--- src/rtl/vld_pkg.sv ---
// Shared constants and FSM encoding for the vector-load gather unit.
package vld_pkg;
  localparam int DW          = 32;
  localparam int AW          = 32;
  localparam int LANES       = 8;
  localparam int VRW         = 2;
  localparam int LANE_IW     = $clog2(LANES);
  localparam int BYTE_STRIDE = 4;
  localparam logic [VRW-1:0] VD_ILLEGAL = 2'd3;

  typedef enum logic [1:0] {
    IDLE,
    REQ,
    WAIT,
    COMMIT
  } state_t;
endpackage

--- src/rtl/vld_lane_buffer.sv ---
// LANES x DW element buffer: synchronous clear, single-lane write, flat readout.
module vld_lane_buffer
  import vld_pkg::*;
#(
  parameter int W = DW,
  parameter int N = LANES
) (
  input  logic                 clk,
  input  logic                 rst,
  input  logic                 clear,
  input  logic                 wr_en,
  input  logic [$clog2(N)-1:0] wr_idx,
  input  logic [W-1:0]         wr_data,
  output logic [N*W-1:0]       vwdata
);
  logic [W-1:0] lane [N];

  always_ff @(posedge clk or posedge rst) begin
    if (rst) begin
      for (int i = 0; i < N; i++) lane[i] <= '0;
    end else if (clear) begin
      for (int i = 0; i < N; i++) lane[i] <= '0;
    end else if (wr_en) begin
      lane[wr_idx] <= wr_data;
    end
  end

  for (genvar g = 0; g < N; g++) begin : g_flat
    assign vwdata[g*W +: W] = lane[g];
  end
endmodule

--- src/rtl/vld_gather_unit.sv ---
// Vector-load gather unit: fetches up to LANES words one request at a time and
// commits them to a vector register with a single whole-vector write pulse.
module vld_gather_unit
  import vld_pkg::*;
(
  input  logic                 clk,
  input  logic                 rst,
  input  logic                 start,
  input  logic [AW-1:0]        base_addr,
  input  logic [VRW-1:0]       vd,
  input  logic [31:0]          vlen,
  output logic                 busy,
  output logic                 done,
  output logic                 error,
  output logic                 mem_req,
  output logic [AW-1:0]        mem_addr,
  input  logic                 mem_gnt,
  input  logic                 mem_rvalid,
  input  logic [DW-1:0]        mem_rdata,
  output logic                 vreg_write,
  output logic [VRW-1:0]       vreg_addr,
  output logic [LANES*DW-1:0]  vwdata
);
  localparam int NW = LANE_IW + 1;

  state_t             state, state_nxt;
  logic [AW-1:0]      base_q;
  logic [VRW-1:0]     vd_q;
  logic [NW-1:0]      n_q;
  logic [LANE_IW-1:0] idx_q;
  logic               error_q;

  logic               illegal, accept, last, clear, wr_en;
  logic [NW-1:0]      n_clamp;

  assign illegal = (vd == VD_ILLEGAL) || (base_addr[1:0] != 2'b00);
  assign accept  = start && (state == IDLE) && !illegal;
  // Full-width compare so large vlen values clamp instead of aliasing.
  assign n_clamp = (vlen > 32'(LANES)) ? NW'(LANES) : vlen[NW-1:0];
  assign last    = ({1'b0, idx_q} == (n_q - 1'b1));

  always_comb begin
    state_nxt = state;
    clear     = 1'b0;
    wr_en     = 1'b0;
    case (state)
      IDLE: begin
        if (accept) begin
          clear     = 1'b1;
          state_nxt = (n_clamp == '0) ? COMMIT : REQ;
        end
      end
      REQ:    if (mem_gnt) state_nxt = WAIT;
      WAIT: begin
        if (mem_rvalid) begin
          wr_en     = 1'b1;
          state_nxt = last ? COMMIT : REQ;
        end
      end
      COMMIT: state_nxt = IDLE;
      default: state_nxt = IDLE;
    endcase
  end

  always_ff @(posedge clk or posedge rst) begin
    if (rst) begin
      state   <= IDLE;
      base_q  <= '0;
      vd_q    <= '0;
      n_q     <= '0;
      idx_q   <= '0;
      error_q <= 1'b0;
    end else begin
      state   <= state_nxt;
      error_q <= start && (state == IDLE) && illegal;
      if (accept) begin
        base_q <= base_addr;
        vd_q   <= vd;
        n_q    <= n_clamp;
        idx_q  <= '0;
      end else if ((state == WAIT) && mem_rvalid && !last) begin
        idx_q <= idx_q + 1'b1;
      end
    end
  end

  assign busy       = (state != IDLE);
  assign mem_req    = (state == REQ);
  assign mem_addr   = mem_req ? (base_q + (AW'(idx_q) * AW'(BYTE_STRIDE))) : '0;
  assign vreg_write = (state == COMMIT);
  assign done       = vreg_write;
  assign vreg_addr  = vreg_write ? vd_q : '0;
  assign error      = error_q;

  vld_lane_buffer #(.W(DW), .N(LANES)) u_lanes (
    .clk     (clk),
    .rst     (rst),
    .clear   (clear),
    .wr_en   (wr_en),
    .wr_idx  (idx_q),
    .wr_data (mem_rdata),
    .vwdata  (vwdata)
  );
endmodule

--- config.mk ---
export PLATFORM = sky130hd
export DESIGN_NAME = vld_gather_unit
export DESIGN_NICKNAME = d
export VERILOG_FILES = /design/src/rtl/vld_pkg.sv /design/src/rtl/vld_lane_buffer.sv /design/src/rtl/vld_gather_unit.sv
export SDC_FILE = /design/constraint.sdc
export NUM_CORES = 1
export LEC_CHECK = 0
export BUFFER_PORTS_ARGS = -buffer_cell sky130_fd_sc_hd__buf_2
export CORE_ASPECT_RATIO = 1.1
export CORE_MARGIN = 2
export CORE_UTILIZATION = 30
export CTS_BUF_LIST = sky130_fd_sc_hd__clkbuf_4 sky130_fd_sc_hd__clkbuf_8 sky130_fd_sc_hd__clkbuf_16
export CTS_CLUSTER_DIAMETER = 60
export DETAILED_ROUTE_END_ITERATION = 10
export PLACE_DENSITY_LB_ADDON = 0.3
export SYNTH_ARGS = -nofsm -noshare
export SYNTH_HDL_FRONTEND = slang
export SYNTH_SLANG_ARGS = --single-unit
--- constraint.sdc ---
create_clock -name clk -period 21.3 [get_ports clk]
set_input_delay 3.195 -clock clk [delete_from_list [all_inputs] [get_ports clk]]
set_output_delay 3.195 -clock clk [all_outputs]
set_load 0.005 [all_outputs]
# After elaboration in Yosys (flattened, before gate mapping)
# Index checks and enable logic that the tools add are counted.
# Widths: inputs -> output; s select.
dict set report word_totals {
  regBits 300
  latch_bits 0
  ram_bits 0
  mem_bits_ro 0
  input_bits 103
  out_inout_bits 295
  wordCells 65
  mem_count 0
}
dict set report classes {
  add_sub_neg 3
  mul 0
  div 0
  magnitude_cmp 3
  n_eq_ne 8
  shifts 0
  mux 20
  bitwise_logic 1
  reduce_logical 16
}
# operator count
set ops {}
lappend ops {{$mux 256} 2}
lappend ops {{$bwmux 256} 1}
lappend ops {{$demux 32 s3} 1}
lappend ops {{$mux 32} 2}
lappend ops {{$add 32x5->32} 1}
lappend ops {{$gt 32x4->1 const B} 1}
lappend ops {{$mux 2} 6}
lappend ops {{$pmux 2 s4} 1}
lappend ops {{$reduce_bool 2->1} 4}
lappend ops {{$eq 2x2->1 const B} 3}
lappend ops {{$logic_and 1x1->1} 6}
lappend ops {{$mux 3} 2}
lappend ops {{$eq 3x4->1} 1}
lappend ops {{$ge 4x4->1 const B} 1}
lappend ops {{$logic_not 4->1} 1}
lappend ops {{$lt 4x1->1 const B} 1}
lappend ops {{$mux 1} 4}
lappend ops {{$mux 4} 1}
lappend ops {{$ne 2x2->1 const B} 2}
lappend ops {{$not 3->4} 1}
lappend ops {{$sub 4x1->4 const B} 1}
lappend ops {{$add 3x1->3 const B} 1}
lappend ops {{$reduce_and 3->1} 1}
lappend ops {{$eq 2x1->1 const B} 1}
lappend ops {{4 further kinds} 5}

# Depth between registers and ports, before layout
# Gate-level depths: netlist of the first run.
dict set report logic_depth {
  ltp_word 8
  depth_mapped 9
  ltp_nobuf 8
}

# Hierarchy
# Synthesis of the first run repeated with hierarchy kept, for this count alone.
dict set report hier_totals {
  hier_cells 1265
  area_unflattened_um2 14259.9
}
# mod instances cells_each area_each_um2 seq_area_each_um2
set modules_own_cells {}
lappend modules_own_cells {vld_lane_buffer 1 906 11294.6 6406.1}
lappend modules_own_cells {vld_gather_unit 1 359 2965.3 1101.1}

# Worst setup path before layout of the first run
# Ideal clock, no wire load.
dict set report synth_timing {
  kind {register -> output}
  start {register idx_q[1]}
  end {output mem_addr[28]}
  arrival_ps 2097
  required_time_ps 18105
  setup_slack_ps 16008
  path_stages_with_launch 10
  n_path_buf 2
  cell_sequence {dfrtp_1 buf_2 inv_1 fa_1 nor2b_1 o2111ai_1 clkbuf_1 nor4_1 xnor2_1 nor2_1}
}
dict set report synth_between {
  elab_chain_cells 2
}
# item line
set synth_lines {}
lappend synth_lines {{start: declaration} vld_gather_unit.sv:30} ;# logic [LANE_IW-1:0] idx_q;
lappend synth_lines {{start signal: assignment} vld_gather_unit.sv:82} ;# idx_q <= idx_q + 1'b1;
lappend synth_lines {{$add 32x5->32} vld_gather_unit.sv:89} ;# assign mem_addr = mem_req ? (base_q + (AW'(idx_q) * AW'(BYTE_STRIDE))) : '0;
lappend synth_lines {{$mux 32} vld_gather_unit.sv:89}
lappend synth_lines {{end: declaration} vld_gather_unit.sv:16} ;# output logic [AW-1:0] mem_addr,
# Every way passes these cells.

# Worst setup path in the final report of the first run
dict set report layout_timing {
  start {register idx_q[0]}
  end {output mem_addr[28]}
}
# Same word-level chain as after synthesis.

==> results_dict.tcl, run 1 <==
set metrics [dict create \
    status "complete, no violations" \
    die_area_mm2 0.0450 \
    hold_path_depth 2 \
    slew_headroom 0.266 \
    pwr-share-seq 0.425 \
    avgSynthCellArea_um2 8.64 \
    synth_cell_types 42 \
    drtIter0Drc 813 \
    setup_tns_ps 0 \
    synth-compound-area-share 0.116 \
    initial_core_util 0.306 \
    hp-start "vd_q[1]$_DFFE_PP0P_" \
    synthDominantCellAreaShare 0.578 \
    synth-simple-area-share 0.228 \
    synth_area_leader_cell "dfrtp_1" \
    swShare 0.296 \
    hold_viol_final 0 \
    grt_pass1_wl_um 71200 \
    combPwrFrac 0.168 \
    synth_mux_area_frac 0 \
    vias 11700 \
    syn_nets 1612 \
    slew_viol_final 0 \
    cts-htree-levels 2 \
    synth_edf_count 0 \
    period_share 0.311 \
    post-cts-setup-buffer-count 0 \
    reg2reg_depth 4 \
    cts_buffers 39 \
    power.density_mw_per_mm2 102 \
    p_leak_nw 8.32 \
    max_clock_freq_ghz 0.151 \
    critPathLaunch "idx_q[0]$_DFFE_PP0P_" \
    holdCritPathClass "flop to flop" \
    synthCells 1503 \
    clock-sinks 300 \
    cts_hold_buf 0 \
    clk_pin_slew_worst_paths_ps 60 \
    rsz0062_at_grt "no" \
    max_cap_viol_count 0 \
    clkPwrFrac 0.408 \
    synth_area_mm2 0.0130 \
    worstMarginPinSlew_ps 1100 \
    grt_overflow 0 \
    drive_gt1_frac 0.270 \
    final_antenna_net_count 0 \
    firstDrtPassIters 5 \
    boundaryPins 398 \
    start_kind "flop" \
    port_buffers 397 \
    min_period_ps 6630 \
    required_ps 18110 \
    grt_pass1_vias 11300 \
    ys.flop_type "dfrtp_1" \
    stdcell_count 2423 \
    ctsResizeCount 0 \
    syn2layout_area_growth_pct 28.0 \
    internal_power_w 0.00119 \
    peakVddDrop_v 0.0000515 \
    power_w 0.00170 \
    antenna_found_initial 1 \
    core_area_mm2 0.0425 \
    wl_per_cell_um 19.3 \
    synthAdderAreaFrac 0.00636 \
    ys_warn_count 0 \
    cp_max_fo 14 \
    fill_cells 4364 \
    placed_cells 2353 \
    clkLatencyLatePin_ps 560 \
    ys_seq_area_frac 0.578 \
    grt_max_degree 203 \
    antennaDiodeCount 0 \
    drc 0 \
    track_usage 0.206 \
    worstPathArrival_ps 3430 \
    synth_top_family_by_area "simple AND/OR/NAND/NOR gates" \
    dp_hpwl_um 30600 \
    switching_power_w 0.000502 \
    final_cell_mix "nand2_1 (617), buf_2 (397), dfrtp_1 (300)" \
    setup_violations 0 \
    critPathKind "flop to output port" \
    cts_tree "yes" \
    regToRegStartpoint "state[0]$_DFFE_PP0P_" \
    rows 79 \
    synth_xor_xnor_area_share 0.0182 \
    yosys_register_bits 300 \
    yosys-top-cells-area "dfrtp_1 (58%), nand2_1 (18%), a21oi_1 (10%)" \
    die_h_um 222 \
    cts_root_buf "clkbuf_16" \
    setup.worst_path.end_class "output port" \
    synthArstFlopShare 1.00 \
    layout_commonest_cell "nand2_1" \
    vias_per_cell 4.81 \
    finClkSkew_ps 27.7 \
    clockBufferDepth 3 \
    fp.dieW_um 202 \
    nets 1936 \
    wirelength_um 46900 \
    place.gp.congestion 0.833 \
]
==> power groups by stage <==
stage / clock (W) / combinational, W / sequential, W
CTS: 0.000708 / 0.000288 / 0.000720
global route: 0.000731 / 0.000318 / 0.000732
floorplan: 0 / 0.000164 / 0.000713
global placement: 0 / 0.000282 / 0.000725
detailed placement: 0 / 0.000287 / 0.000729
finish: 0.000691 / 0.000284 / 0.000720
==> routing by layer <==
metal	GRT usage	part of all wire	vias up	routed length (um)
li1	-	-	5486	-
met1	0.270	0.43	5687	20000
met2	0.336	0.47	424	22100
met3	0.0500	0.073	68	3440
met4	0.0673	0.027	0	1260
met5	0	0	-	0
==> final cells by class <==
type,count,area (um2),share of cell area
clock buffer,54,1140,0.0689
clock inverter,16,216,0.0130
inverter,15,63.8,0.00384
multi-input combinational,1057,4850,0.292
sequential,300,7510,0.452
tap,567,709,0.0427
timing repair buffer,414,2130,0.128
==> worst paths after layout <==
path,to,slack (ps)
hold / removal,vd_q[1]$_DFFE_PP0P_,470
max in group asynchronous,u_lanes.vwdata[27]$_DFFE_PP0P_,16410
hold reg to reg,vd_q[1]$_DFFE_PP0P_,470
setup / recovery,mem_addr[28],14670
min in group asynchronous,u_lanes.vwdata[246]$_DFFE_PP0P_,2750
setup reg to reg,u_lanes.vwdata[234]$_DFFE_PP0P_,18480
==> cell usage after synthesis, drive strengths merged (3+ instances only) <==
| library cell | number |
|---|---|
| and4 | 5 |
| nand2 | 617 |
| o21ai | 10 |
| xnor2 | 19 |
| ha | 5 |
| and2 | 8 |
| xor2 | 8 |
| inv | 15 |
| dfrtp | 300 |
| a21oi | 265 |
| nor2 | 38 |
| nand3 | 11 |
| nor4 | 12 |
| a22o | 3 |
| clkbuf | 79 |
| buf | 52 |
| nand4 | 7 |
| nor3 | 14 |
| or3 | 6 |
| and3 | 6 |
==> worst max-delay path, stage by stage (launching register included) <==
cell and delay [ps]:
dfrtp_1 660, ha_1 270, inv_1 50, fa_1 380, nor2b_1 200, o2111ai_1 460, nor4_1 490, xnor2_1 170
nor2_1 60, buf_2 140
==> flip-flops by register name (all words and copies together) (netlist names) <==
| name | count |
|---|---|
| u_lanes.vwdata | 256 |
| base_q | 32 |
| n_q | 4 |
| idx_q | 3 |
| state | 2 |
| vd_q | 2 |
| error | 1 |
==> kinds of logic (layout without fill, tap and decap cells) <==
| logic type | after synthesis | count (layout) |
|---|---|---|
| compound gates | 288 | 288 |
| xor+xnor | 27 | 27 |
| fa+ha+maj | 6 | 6 |
| buf+inv | 146 | 499 |
| flops | 300 | 300 |
| simple gates | 736 | 736 |
==> metrics by stage <==
stage | util | hold WS (ps) | area [um2] | setup slack (ps)
final | 0.391 | 466 | 16600 | 14670
after global routing | 0.391 | 492 | 16600 | 14410
after CTS | 0.391 | 469 | 16600 | 14670
after detailed placement | 0.359 | 455 | 15300 | 15280
after global placement | 0.359 | 455 | 15300 | 15360
after floorplan | - | 437 | 13000 | 9820
No activity file was read; power rests on OpenSTA's default activity.
==> run 2: changes to the inputs <==
--- a/config.mk
+++ b/config.mk
@@ -5,6 +5,7 @@
 export SDC_FILE = /design/constraint.sdc
 export NUM_CORES = 1
 export LEC_CHECK = 0
+export ABC_AREA = 1
 export BUFFER_PORTS_ARGS = -buffer_cell sky130_fd_sc_hd__buf_2
 export CORE_ASPECT_RATIO = 1.1
 export CORE_MARGIN = 2
==> constraint.sdc (replaced) <==
create_clock -name clk -period 6.31 [get_ports clk]
set_input_delay 0.9465 -clock clk [delete_from_list [all_inputs] [get_ports clk]]
set_output_delay 0.9465 -clock clk [all_outputs]
set_load 0.005 [all_outputs]
==> run 2 against run 1 <==
  * Hold slack improved by 4.1 ps
  * Critical path depth up 4
  * Sequential share of layout area up 0.71 points
  * Global-route usage fell by 0.40 points
  * Setup slack lost 13000 ps
==> results_dict.tcl, run 2 <==
set metrics [dict create \
    wl_per_cell_um 19.0 \
    yosys_register_bits 300 \
    p_leak_nw 8.76 \
    slew_headroom 0.336 \
    holdCritPathClass "input pin to asynchronous set/reset pin" \
    worstMarginPinSlew_ps 996 \
    power.density_mw_per_mm2 388 \
    worstPathArrival_ps 3220 \
    clk_pin_slew_worst_paths_ps 60 \
    firstDrtPassIters 5 \
    clkLatencyLatePin_ps 560 \
    grt_overflow 0 \
    cts_root_buf "clkbuf_16" \
    layout_commonest_cell "buf_2" \
    setup_violations 0 \
    cts_tree "yes" \
    slew_viol_final 0 \
    peakVddDrop_v 0.000233 \
    die_h_um 219 \
    synthCells 1370 \
    ys.flop_type "dfrtp_1" \
    final_antenna_net_count 0 \
    synth.top_cells.by_count "dfrtp_1 (300), o21ai_0 (256), a21oi_1 (240)" \
    vias_per_cell 4.89 \
    drtIter0Drc 590 \
    grt_pass1_wl_um 67600 \
    track_usage 0.202 \
    synth_cell_types 26 \
    cts_hold_buf 0 \
    reg2reg_depth 8 \
    clockBufferDepth 3 \
    finClkSkew_ps 28.0 \
    ctsResizeCount 0 \
    hold_viol_final 0 \
    min_period_ps 4160 \
    ys_seq_area_frac 0.597 \
    grt_pass1_vias 11200 \
    period_share 0.660 \
    yosysMostFrequentCell "dfrtp_1" \
    port_buffers 397 \
    critPathKind "flop to output port" \
    avgSynthCellArea_um2 9.17 \
    die_area_mm2 0.0435 \
    post-cts-setup-buffer-count 0 \
    rows 78 \
    wirelength_um 44100 \
    ys_warn_count 0 \
    max_cap_viol_count 0 \
    initial_core_util 0.304 \
    synth_area_mm2 0.0126 \
    synth_edf_count 0 \
    setup.worst_path.end_class "output port" \
    worst-r2r-setup-slack_ps 3110 \
    synth_area_leader_cell "dfrtp_1" \
    setup_tns_ps 0 \
    vias 11300 \
    boundaryPins 398 \
    clock-sinks 300 \
    antenna_found_initial 2 \
    grt_max_degree 160 \
    rsz0062_at_grt "no" \
    drc 0 \
    syn2layout_area_growth_pct 30.2 \
    cts_buffers 38 \
    max_clock_freq_ghz 0.240 \
    power_w 0.00634 \
    place.gp.congestion 0.933 \
    synthArstFlopShare 1.00 \
    yosys-top-cells-area "dfrtp_1 (60%), o21ai_0 (10%), a21oi_1 (9.6%)" \
    core_area_mm2 0.0413 \
    fp.dieW_um 199 \
    nets 1839 \
    start_kind "flop" \
    cts-htree-levels 2 \
    final_cell_mix "buf_2 (397), dfrtp_1 (300), o21ai_0 (256)" \
    synthDominantCellAreaShare 0.597 \
    status "complete, no violations" \
    required_ps 5360 \
    largest_reg_flops 256 \
    drive_gt1_frac 0.283 \
    cp_max_fo 9 \
    dp_hpwl_um 29400 \
    syn_nets 1479 \
]
-- run 2: kinds of logic after synthesis --
| logic type | after synthesis | share of synthesized area |
|---|---|---|
| AND/OR/NAND/NOR | 288 | 0.103 |
| AO/OA/AOI/OAI | 572 | 0.228 |
| adder cells (fa/ha/maj) | 6 | 0.00657 |
| buffers and inverters | 200 | 0.0621 |
| XOR/XNOR | 4 | 0.00279 |
| flip-flops | 300 | 0.597 |
-- run 2: final timing paths --
check	endpoint	startpoint
worst max-delay path	mem_addr[28]	idx_q[0]$_DFFE_PP0P_
worst min-delay path	u_lanes.vwdata[254]$_DFFE_PP0P_	rst
worst max register to register	u_lanes.vwdata[248]$_DFFE_PP0P_	state[1]$_DFFE_PP0P_
worst min register to register	base_q[2]$_DFFE_PP0P_	base_q[2]$_DFFE_PP0P_
max in group asynchronous	u_lanes.vwdata[50]$_DFFE_PP0P_	rst
min in group clk	base_q[2]$_DFFE_PP0P_	base_q[2]$_DFFE_PP0P_
-- run 2: per-layer routing --
layer	part of all wire	GRT usage
met1	0.41	0.252
met2	0.48	0.329
met3	0.085	0.0620
met4	0.029	0.0774
met5	0	0
-- run 2: layout make-up --
cell class / count / area (um2)
clock buffer: 47 / 1050
inverter: 110 / 422
sequential: 300 / 7510
multi-input combinational: 870 / 4290
antenna: 1 / 2.50
clock inverter: 20 / 273
timing repair buffer: 410 / 2110
fill: 4217 / 24900
tap: 560 / 701
-- run 2: per-stage QoR --
| step | hold slack, ps | worst slack [ps] | std cells | area, um2 | util |
|---|---|---|---|---|---|
| after floorplan | 448 | 1380 | 1370 | 12600 | - |
| after global placement | 468 | 2690 | 2250 | 15000 | 0.364 |
| after detailed placement | 485 | 2630 | 2250 | 15000 | 0.364 |
| after CTS | 456 | 2060 | 2317 | 16400 | 0.396 |
| after global routing | 496 | 1820 | 2318 | 16400 | 0.396 |
| final | 470 | 2150 | 2318 | 16400 | 0.396 |
-- run 2: power by group --
group / internal (W) / switching (W)
clock: 0.00141 / 0.000894
combinational: 0.000563 / 0.000855
sequential: 0.00234 / 0.000280
-- run 2: critical path, cell delays in order (launching register included) --
cell and delay (ps):
dfrtp_1 670, ha_1 270, inv_1 60, fa_1 390, inv_1 70, nand2_1 60
nand2_1 130, nand4_1 290, nor2_1 370, nand2_1 80, nand2_1 70, nand2_1 40
nor2_1 70, buf_2 110
==> run 3: changes to the inputs <==
==> constraint.sdc (replaced) <==
create_clock -name clk -period 3.6 [get_ports clk]
set_input_delay 0.54 -clock clk [delete_from_list [all_inputs] [get_ports clk]]
set_output_delay 0.54 -clock clk [all_outputs]
set_load 0.005 [all_outputs]
==> run 3 against run 2 <==
  * Die area stayed put
  * Global-route usage is 0.095 points lower
  * Final cell count is 0.22% higher
  * Power is 74% higher
  * First-iteration DRC count is 3.6% lower
  * Flip-flop and latch count stayed put
  * Setup slack worse by 2000 ps
  * Via count is 0.96% higher
  * Sequential power is 75% higher
  * Register-to-register slack worse by 1800 ps
  * Clock-buffer cell count is 5 higher
  * Hold slack worse by 270 ps
==> results_dict.tcl, run 3 (same netlist as run 2, synthesis figures left out) <==
set metrics [dict create \
    swShare 0.321 \
    clk_pin_slew_worst_paths_ps 60 \
    critPathKind "flop to output port" \
    cts_root_buf "clkbuf_16" \
    cts-htree-levels 2 \
    setup.worst_path.end_class "output port" \
    largest_reg_flops 256 \
    layout_commonest_cell "buf_2" \
    fp.dieW_um 199 \
    drtIter0Drc 569 \
    rows 78 \
    track_usage 0.202 \
    wirelength_um 44300 \
    max_clock_freq_ghz 0.294 \
    max_cap_viol_count 0 \
    pwr-share-seq 0.417 \
    start_kind "flop" \
    finClkSkew_ps 17.0 \
    core_area_mm2 0.0413 \
    switching_power_w 0.00354 \
    rsz0062_at_grt "no" \
    cp_max_fo 9 \
    holdCritPathClass "input pin to flop" \
    boundaryPins 398 \
    antenna_found_initial 1 \
    power.density_mw_per_mm2 671 \
    die_area_mm2 0.0435 \
    port_buffers 397 \
    min_period_ps 3410 \
    pre_cts_ws_ps 626 \
    firstDrtPassIters 7 \
    worstMarginPinSlew_ps 880 \
    grt_max_degree 110 \
    clkLatencyLatePin_ps 550 \
    syn2layout_area_growth_pct 30.8 \
    vias 11400 \
    grt_overflow 0 \
    cts_tree "yes" \
    nets 1846 \
    post-cts-setup-buffer-count 0 \
    slew_viol_final 0 \
    combPwrFrac 0.230 \
    internal_power_w 0.00749 \
    timing.final.ws_setup_ps 193 \
    power_w 0.0110 \
    hold_viol_final 0 \
    antennaDiodeCount 0 \
    grt_pass1_vias 11300 \
    final_cell_mix "buf_2 (397), dfrtp_1 (299), o21ai_0 (256)" \
    clock-sinks 300 \
    vias_per_cell 4.92 \
    p_leak_nw 8.81 \
    final_antenna_net_count 0 \
    die_h_um 219 \
    setup_tns_ps 0 \
    setup_violations 0 \
    cts_buffers 39 \
    initial_core_util 0.304 \
    slew_headroom 0.412 \
    drive_gt1_frac 0.285 \
    worstPathArrival_ps 2870 \
    period_share 0.946 \
    final_util 0.398 \
    status "complete, no violations" \
    peakVddDrop_v 0.000339 \
    wl_per_cell_um 19.1 \
    clkPwrFrac 0.353 \
    hold_slack_ps 205 \
    place.gp.congestion 0.920 \
    required_ps 3060 \
    dp_hpwl_um 29900 \
    clockBufferDepth 3 \
    grt_pass1_wl_um 67300 \
    drc 0 \
]
==> run 3: final timing paths <==
path | startpoint | end | slack (ps) | depth (start not counted)
worst min-delay path | base_addr[4] | base_q[4]$_DFFE_PP0P_ | 200 | 3
worst min register to register | base_q[4]$_DFFE_PP0P_ | base_q[4]$_DFFE_PP0P_ | 480 | 2
max in group asynchronous | rst | u_lanes.vwdata[21]$_DFFE_PP0P_ | 2170 | 4
worst max register to register | state[1]$_DFFE_PP0P_ | u_lanes.vwdata[243]$_DFFE_PP0P_ | 1320 | 7
worst max-delay path | idx_q[1]$_DFFE_PP0P_ | mem_addr[28] | 190 | 12
min in group asynchronous | rst | u_lanes.vwdata[29]$_DFFE_PP0P_ | 560 | 3
==> run 3: power by group through the flow <==
stage	registers, W	clock network, W	logic (W)
2_1_floorplan	0.00458	0	0.00131
3_3_place_gp	0.00461	0	0.00252
3_5_place_dp	0.00462	0	0.00256
4_1_cts	0.00459	0.00399	0.00257
5_1_grt	0.00468	0.00412	0.00286
6_report	0.00459	0.00389	0.00254
==> run 3: layout make-up <==
cell class                      count  area (um2)
Clock buffer                       52        1140
Clock inverter                     15         169
Fill cell                        4205       24800
Inverter                          110         422
Multi-Input combinational cell    870        4290
Sequential cell                   300        7510
Tap cell                          560         701
Timing Repair Buffer              416        2210
==> run 3: repair_timing <==
action,4_1_cts,5_1_grt
hold endpoints to repair,7,0
hold buffers,1,0
gates resized for setup,0,1
setup endpoints to repair,0,6
==> run 3: critical path, stage by stage, from the launching register on <==
cell and delay, ps:
dfrtp_2 510, inv_1 110, fa_1 420, inv_1 70
nand2_1 60, nand2_1 140, nand4_1 270, nor2_1 350
nand2_1 90, nand2_1 70, nand2_1 40, nor2_1 80
buf_2 120
==> run 3: metrics by stage <==
step / cell area, um2 / cells
2_1_floorplan: 12600 / 1370
3_3_place_gp: 15100 / 2255
3_5_place_dp: 15100 / 2255
4_1_cts: 16400 / 2323
5_1_grt: 16400 / 2323
6_report: 16400 / 2323
==> run 3: routing by layer <==
| layer | track usage | vias to the layer above | routed length (um) |
|---|---|---|---|
| met4 | 0.0779 | 2 | 1450 |
| met1 | 0.247 | 5541 | 17500 |
| met5 | 0 | - | 10 |
| met3 | 0.0623 | 87 | 4010 |
| li1 | - | 5389 | - |
| met2 | 0.330 | 419 | 21300 |
